`src/rtl/p4_mem_stage.sv`:
```
// Pipeline MEM stage: passes ALU results through, or runs one load/store on a
// ready/valid memory port with IDLE -> REQ -> RESP sequencing, stalling upstream.
module p4_mem_stage (
    input  logic        clk,
    input  logic        rst,
    input  logic        valid_in,
    input  logic        MemRead,
    input  logic        MemWrite,
    input  logic        RegWrite,
    input  logic        MemtoReg,
    input  logic [2:0]  funct3,
    input  logic [31:0] ALU,
    input  logic [31:0] writeData,
    input  logic [4:0]  inst3,
    output logic        mem_req,
    output logic        mem_we,
    output logic [31:0] mem_addr,
    output logic [31:0] mem_wdata,
    output logic [3:0]  mem_wstrb,
    input  logic [31:0] mem_rdata,
    input  logic        mem_ready,
    output logic        valid_out,
    output logic        RegWrite_out,
    output logic        MemtoReg_out,
    output logic [31:0] readData_out,
    output logic [31:0] ALU_out,
    output logic [4:0]  inst3_out,
    output logic        stall,
    output logic        misalign
);

    typedef enum logic [1:0] {IDLE = 2'd0, REQ = 2'd1, RESP = 2'd2} state_t;

    state_t      state_q, state_d;
    logic [31:0] addr_q, addr_d;
    logic [31:0] wdata_q, wdata_d;
    logic [31:0] rdata_q, rdata_d;
    logic [3:0]  wstrb_q, wstrb_d;
    logic [2:0]  funct3_q, funct3_d;
    logic [4:0]  rd_q, rd_d;
    logic        we_q, we_d;
    logic        regwrite_q, regwrite_d;
    logic        memtoreg_q, memtoreg_d;
    logic        mem_req_s, stall_s, valid_s, misalign_s;
    logic        is_mem_s, legal_s;

    function automatic logic op_legal(input logic rd, input logic wr,
                                      input logic [2:0] f3, input logic [1:0] off);
        logic ok_s;
        ok_s = 1'b0;
        if (rd && !wr) begin
            case (f3)
                3'b000, 3'b100: ok_s = 1'b1;
                3'b001, 3'b101: ok_s = ~off[0];
                3'b010:         ok_s = (off == 2'b00);
                default:        ok_s = 1'b0;
            endcase
        end else if (wr && !rd) begin
            case (f3)
                3'b000:  ok_s = 1'b1;
                3'b001:  ok_s = ~off[0];
                3'b010:  ok_s = (off == 2'b00);
                default: ok_s = 1'b0;
            endcase
        end else begin
            ok_s = 1'b0;
        end
        return ok_s;
    endfunction

    function automatic logic [3:0] store_strobe(input logic [2:0] f3, input logic [1:0] off);
        logic [3:0] s_s;
        case (f3)
            3'b000:  s_s = 4'b0001 << off;
            3'b001:  s_s = 4'b0011 << off;
            3'b010:  s_s = 4'b1111;
            default: s_s = 4'b0000;
        endcase
        return s_s;
    endfunction

    // Replicating the store data lets the strobes alone pick the active lanes.
    function automatic logic [31:0] store_data(input logic [2:0] f3, input logic [31:0] wd);
        logic [31:0] d_s;
        case (f3)
            3'b000:  d_s = {4{wd[7:0]}};
            3'b001:  d_s = {2{wd[15:0]}};
            default: d_s = wd;
        endcase
        return d_s;
    endfunction

    function automatic logic [31:0] load_format(input logic [31:0] word, input logic [2:0] f3,
                                                input logic [1:0] off);
        logic [31:0] sh_s;
        logic [31:0] res_s;
        sh_s = word >> {off, 3'b000};
        case (f3)
            3'b000:  res_s = {{24{sh_s[7]}}, sh_s[7:0]};
            3'b001:  res_s = {{16{sh_s[15]}}, sh_s[15:0]};
            3'b010:  res_s = word;
            3'b100:  res_s = {24'd0, sh_s[7:0]};
            3'b101:  res_s = {16'd0, sh_s[15:0]};
            default: res_s = 32'd0;
        endcase
        return res_s;
    endfunction

    assign is_mem_s  = MemRead | MemWrite;
    assign legal_s   = op_legal(MemRead, MemWrite, funct3, ALU[1:0]);
    assign mem_addr  = {addr_q[31:2], 2'b00};
    assign mem_req   = mem_req_s  & ~rst;
    assign stall     = stall_s    & ~rst;
    assign valid_out = valid_s    & ~rst;
    assign misalign  = misalign_s & ~rst;

    // State and latched-operation registers
    always_ff @(posedge clk) begin
        if (rst) begin
            state_q    <= IDLE;
            addr_q     <= 32'd0;
            wdata_q    <= 32'd0;
            rdata_q    <= 32'd0;
            wstrb_q    <= 4'b0000;
            funct3_q   <= 3'b000;
            rd_q       <= 5'd0;
            we_q       <= 1'b0;
            regwrite_q <= 1'b0;
            memtoreg_q <= 1'b0;
        end else begin
            state_q    <= state_d;
            addr_q     <= addr_d;
            wdata_q    <= wdata_d;
            rdata_q    <= rdata_d;
            wstrb_q    <= wstrb_d;
            funct3_q   <= funct3_d;
            rd_q       <= rd_d;
            we_q       <= we_d;
            regwrite_q <= regwrite_d;
            memtoreg_q <= memtoreg_d;
        end
    end

    // Next-state, latch capture and output decode
    always_comb begin
        state_d      = state_q;
        addr_d       = addr_q;
        wdata_d      = wdata_q;
        rdata_d      = rdata_q;
        wstrb_d      = wstrb_q;
        funct3_d     = funct3_q;
        rd_d         = rd_q;
        we_d         = we_q;
        regwrite_d   = regwrite_q;
        memtoreg_d   = memtoreg_q;
        mem_req_s    = 1'b0;
        stall_s      = 1'b0;
        valid_s      = 1'b0;
        misalign_s   = 1'b0;
        mem_we       = 1'b0;
        mem_wdata    = 32'd0;
        mem_wstrb    = 4'b0000;
        RegWrite_out = 1'b0;
        MemtoReg_out = 1'b0;
        readData_out = 32'd0;
        ALU_out      = 32'd0;
        inst3_out    = 5'd0;
        case (state_q)
            IDLE: begin
                if (valid_in && !is_mem_s) begin
                    valid_s      = 1'b1;
                    RegWrite_out = RegWrite;
                    MemtoReg_out = MemtoReg;
                    ALU_out      = ALU;
                    inst3_out    = inst3;
                end else if (valid_in && legal_s) begin
                    addr_d     = ALU;
                    funct3_d   = funct3;
                    we_d       = MemWrite;
                    regwrite_d = RegWrite;
                    memtoreg_d = MemtoReg;
                    rd_d       = inst3;
                    wdata_d    = MemWrite ? store_data(funct3, writeData) : 32'd0;
                    wstrb_d    = MemWrite ? store_strobe(funct3, ALU[1:0]) : 4'b0000;
                    rdata_d    = 32'd0;
                    stall_s    = 1'b1;
                    state_d    = REQ;
                end else if (valid_in) begin
                    // Faulting op retires immediately with its register write suppressed.
                    misalign_s   = 1'b1;
                    valid_s      = 1'b1;
                    MemtoReg_out = MemtoReg;
                    ALU_out      = ALU;
                    inst3_out    = inst3;
                end else begin
                    state_d = IDLE;
                end
            end
            REQ: begin
                mem_req_s = 1'b1;
                stall_s   = 1'b1;
                mem_we    = we_q;
                mem_wdata = wdata_q;
                mem_wstrb = wstrb_q;
                if (mem_ready) begin
                    rdata_d = we_q ? 32'd0 : load_format(mem_rdata, funct3_q, addr_q[1:0]);
                    state_d = RESP;
                end else begin
                    state_d = REQ;
                end
            end
            RESP: begin
                valid_s      = 1'b1;
                RegWrite_out = regwrite_q;
                MemtoReg_out = memtoreg_q;
                ALU_out      = addr_q;
                inst3_out    = rd_q;
                readData_out = rdata_q;
                state_d      = IDLE;
            end
            default: begin
                state_d = IDLE;
            end
        endcase
    end

endmodule

```
`config.mk`:
```
export PLATFORM = sky130hd
export DESIGN_NAME = p4_mem_stage
export DESIGN_NICKNAME = d
export VERILOG_FILES = /design/src/rtl/p4_mem_stage.sv
export SDC_FILE = /design/constraint.sdc
export NUM_CORES = 1
export LEC_CHECK = 0
export ABC_AREA = 0
export CORE_UTILIZATION = 35
export CTS_CLUSTER_SIZE = 20
export DETAILED_ROUTE_END_ITERATION = 12
export GPL_TIMING_DRIVEN = 0
export PLACE_DENSITY = 0.76
export SYNTH_ARGS = -nofsm -noshare
export SYNTH_HDL_FRONTEND = slang
export SYNTH_SLANG_ARGS = --single-unit
```
`constraint.sdc`:
```
create_clock -name clk -period 2.9 [get_ports clk]
set_input_delay 0.725 -clock clk [delete_from_list [all_inputs] [get_ports clk]]
set_output_delay 0.725 -clock clk [all_outputs]
set_load 0.02 [all_outputs]
```
==> load_flow_metrics.sql <==
INSERT INTO impl_metrics (metric_group, metric, value, unit) VALUES
('min_path', 'min-delay-start', 'wdata_q[2]', ''),
('detailed_routing', 'drc_markers', '0', ''),
('setup_path', 'r2r-end', 'rdata_q[4]', ''),
('final_layout', 'final_core_utilization', '0.576', ''),
('sta', 'worst_slew_margin_rel', '0.340', ''),
('place', 'pre_cts_slack', '-1360', 'ps'),
('clock_network', 'clockBufferDepth', '2', ''),
('logic_synthesis', 'synth_top_cell_area_share', '0.357', ''),
('setup_path', 'slowest_delay', '270', 'ps'),
('detailed_routing', 'postRouteAntennaNets', '0', ''),
('sta', 'hold_violations', '0', ''),
('min_path', 'hp-class', 'flip-flop to flip-flop', ''),
('global_routing', 'first_global_vias', '6653', ''),
('final_layout', 'layout_area_growth_over_synthesis', '58.6', '%'),
('setup_path', 'worstPathCellList', 'dlygate4sd2_1 > nor3b_4 > buf_4 > o21a_4 > clkbuf_8 > nor2_1 > nor3_2 > clkbuf_4', ''),
('place', 'post_dp_cell_area', '9130', 'sq um'),
('final_layout', 'final_common_cell', 'sky130_fd_sc_hd__clkdlybuf4s50_1', ''),
('final_layout', 'antenna_diode_count', '0', ''),
('floorplan', 'die_h', '137', 'um'),
('final_layout', 'multiInputGateArea', '3630', 'sq um'),
('setup_path', 'critPathSlowestCell', 'sky130_fd_sc_hd__nor3b_4', ''),
('clock_network', 'clock_tree_from_tritoncts', 'done', ''),
('setup_path', 'crit_path_start_kind', 'primary input', ''),
('final_layout', 'layout-drive-gt1-share', '0.218', ''),
('floorplan', 'design.portCount', '256', ''),
('clock_network', 'clock_sinks', '113', ''),
('setup_path', 'worstPathRequired', '2170', 'ps'),
('sta', 'layout_worst_path_cycle_share', '0.985', ''),
('logic_synthesis', 'synth.distinct_cells', '48', ''),
('clock_network', 'ctsHoldBuffers', '0', ''),
('power', 'powerDensity', '453', 'nW/um^2'),
('floorplan', 'design.core.area', '17500', 'sq um'),
('sta', 'timing.final.setup_violations', '0', ''),
('place', 'gpl.final_weighted_congestion', '0.950', ''),
('sta', 'timing.hold.ws', '448', 'ps'),
('place', 'placement.io_buffers', '249', ''),
('setup_path', 'worst-r2r-cell-count', '5', ''),
('run', 'cap_viol_max_count', '0', ''),
('sta', 'fin_worst_skew', '10.4', 'ps'),
('sta', 'totalNegativeSetupSlack', '0', 'ps'),
('logic_synthesis', 'synth-async-reset-ratio', '0', ''),
('setup_path', 'cp_class', 'primary input to primary output', ''),
('sta', 'post-route-worst-setup-slack', '42.3', 'ps'),
('setup_path', 'worst-r2r-setup-slack', '580', 'ps'),
('logic_synthesis', 'ys_seq_area_frac', '0.357', ''),
('logic_synthesis', 'library_cell_with_the_largest_summed_area_after_synthesis', 'sky130_fd_sc_hd__dfxtp_1', ''),
('detailed_routing', 'detail_route.vias_per_cell', '5.25', ''),
('logic_synthesis', 'yosys_warnings', '0', ''),
('clock_network', 'root_buf_cell', 'sky130_fd_sc_hd__clkbuf_16', ''),
('status', 'run_status', 'finished clean', ''),
('clock_network', 'clk_latency', '420', 'ps'),
('global_routing', 'gr-usage-all-layers', '0.255', ''),
('setup_path', 'crit_path_max_fanout', '5', ''),
('detailed_routing', 'detail_route.first_pass.iterations', '5', ''),
('power', 'power.static_leakage', '4.36', 'nW'),
('min_path', 'min_path_cells', '2', ''),
('logic_synthesis', 'syn-mean-instance-area', '8.32', 'sq um'),
('logic_synthesis', 'synthCells', '763', ''),
('sta', 'final_period_minus_worst_setup_slack', '2860', 'ps'),
('clock_network', 'inserted_clock_buffers', '17', ''),
('place', 'cell_total_after_placement', '1238', ''),
('setup_path', 'number_of_buffer_and_inverter_instances_along_the_worst_setup_path', '4', ''),
('floorplan', 'die_area', '18700', 'sq um'),
('final_layout', 'fin_cells', '1289', ''),
('logic_synthesis', 'synth.ff_latch_count', '113', ''),
('global_routing', 'globalRouteOverflowTotal', '0', ''),
('power', 'report.power.total', '4.56', 'mW'),
('logic_synthesis', 'syn-cell-area', '6340', 'sq um'),
('sta', 'tightest_slew', '982', 'ps'),
('final_layout', 'area.sequential', '2260', 'sq um'),
('floorplan', 'die-width', '137', 'um');
## how the worst max path moves through the flow
stage,start,to,slack [ps],cells after the start
floorplan,ALU[0],stall,-120,7
global placement,MemWrite,ALU_out[11],-1350,8
detailed placement,MemWrite,ALU_out[5],-1360,8
CTS,MemWrite,ALU_out[30],-50,9
global route,funct3[0],ALU_out[21],-6,7
finish,valid_in,valid_out,40,8
## kinds of logic after synthesis
group,after synthesis,share of synthesized area
AOI/OAI and AO/OA,222,0.259
xor gates and xnor gates,1,0.00138
buffers and inverters,106,0.0903
DFF,113,0.357
muxes,36,0.0741
other,1,0.000591
and+or+nand+nor,284,0.218
## synthesized netlist by cell type (all sizes together) (2+ instances only)
cell type	instances
nand2	145
dfxtp	113
a21oi	98
and2	70
buf	64
a22o	38
clkbuf	38
o2bb2ai	32
nand3	26
mux2	18
o21ai	16
nor2	12
nor2b	12
mux2i	11
a221oi	8
a22oi	8
o2111ai	8
mux4	7
a211oi	5
nor3	5
inv	3
nand2b	3
nor3b	3
o211ai	3
nor4	2
or2	2
## tightest hold or removal path: stages (launching register included)
cell and delay (ps):
sky130_fd_sc_hd__dfxtp_1 300, sky130_fd_sc_hd__nand2_1 50, sky130_fd_sc_hd__a21oi_1 50
## repair_timing
action	CTS	global route
setup endpoints to repair	111	70
pin swaps	16	12
setup buffers	15	4
resized for setup	283	48
cloned	5	0
## sequential cells by signal (all words and copies together) (netlist names)
register,count
addr_q,32
funct3_q,3
memtoreg_q,1
rd_q,5
rdata_q,32
regwrite_q,1
state_q,2
wdata_q,32
we_q,1
wstrb_q,4
## power by group
part	switching, mW	leakage [nW]	internal, mW
logic	0.449	3.16	0.423
registers	0.0225	0.913	1.58
clock network	0.734	0.281	1.35
## per-layer routing
layer	up-vias	routed length (um)	part of all wire	GRT usage
met4	0	724	0.030	0.109
met2	325	11200	0.47	0.416
met3	58	1800	0.076	0.0622
met1	3150	10100	0.42	0.320
li1	3238	-	-	-
met5	-	0	0	0
## cell type report
type / instances / area share
multi-input combinational: 546 / 0.361
timing repair buffer: 271 / 0.259
sequential: 113 / 0.225
buffer: 98 / 0.0664
clock buffer: 23 / 0.0485
tap: 225 / 0.0280
clock inverter: 9 / 0.0104
inverter: 4 / 0.00149
Power figures use the tool's default switching activity.
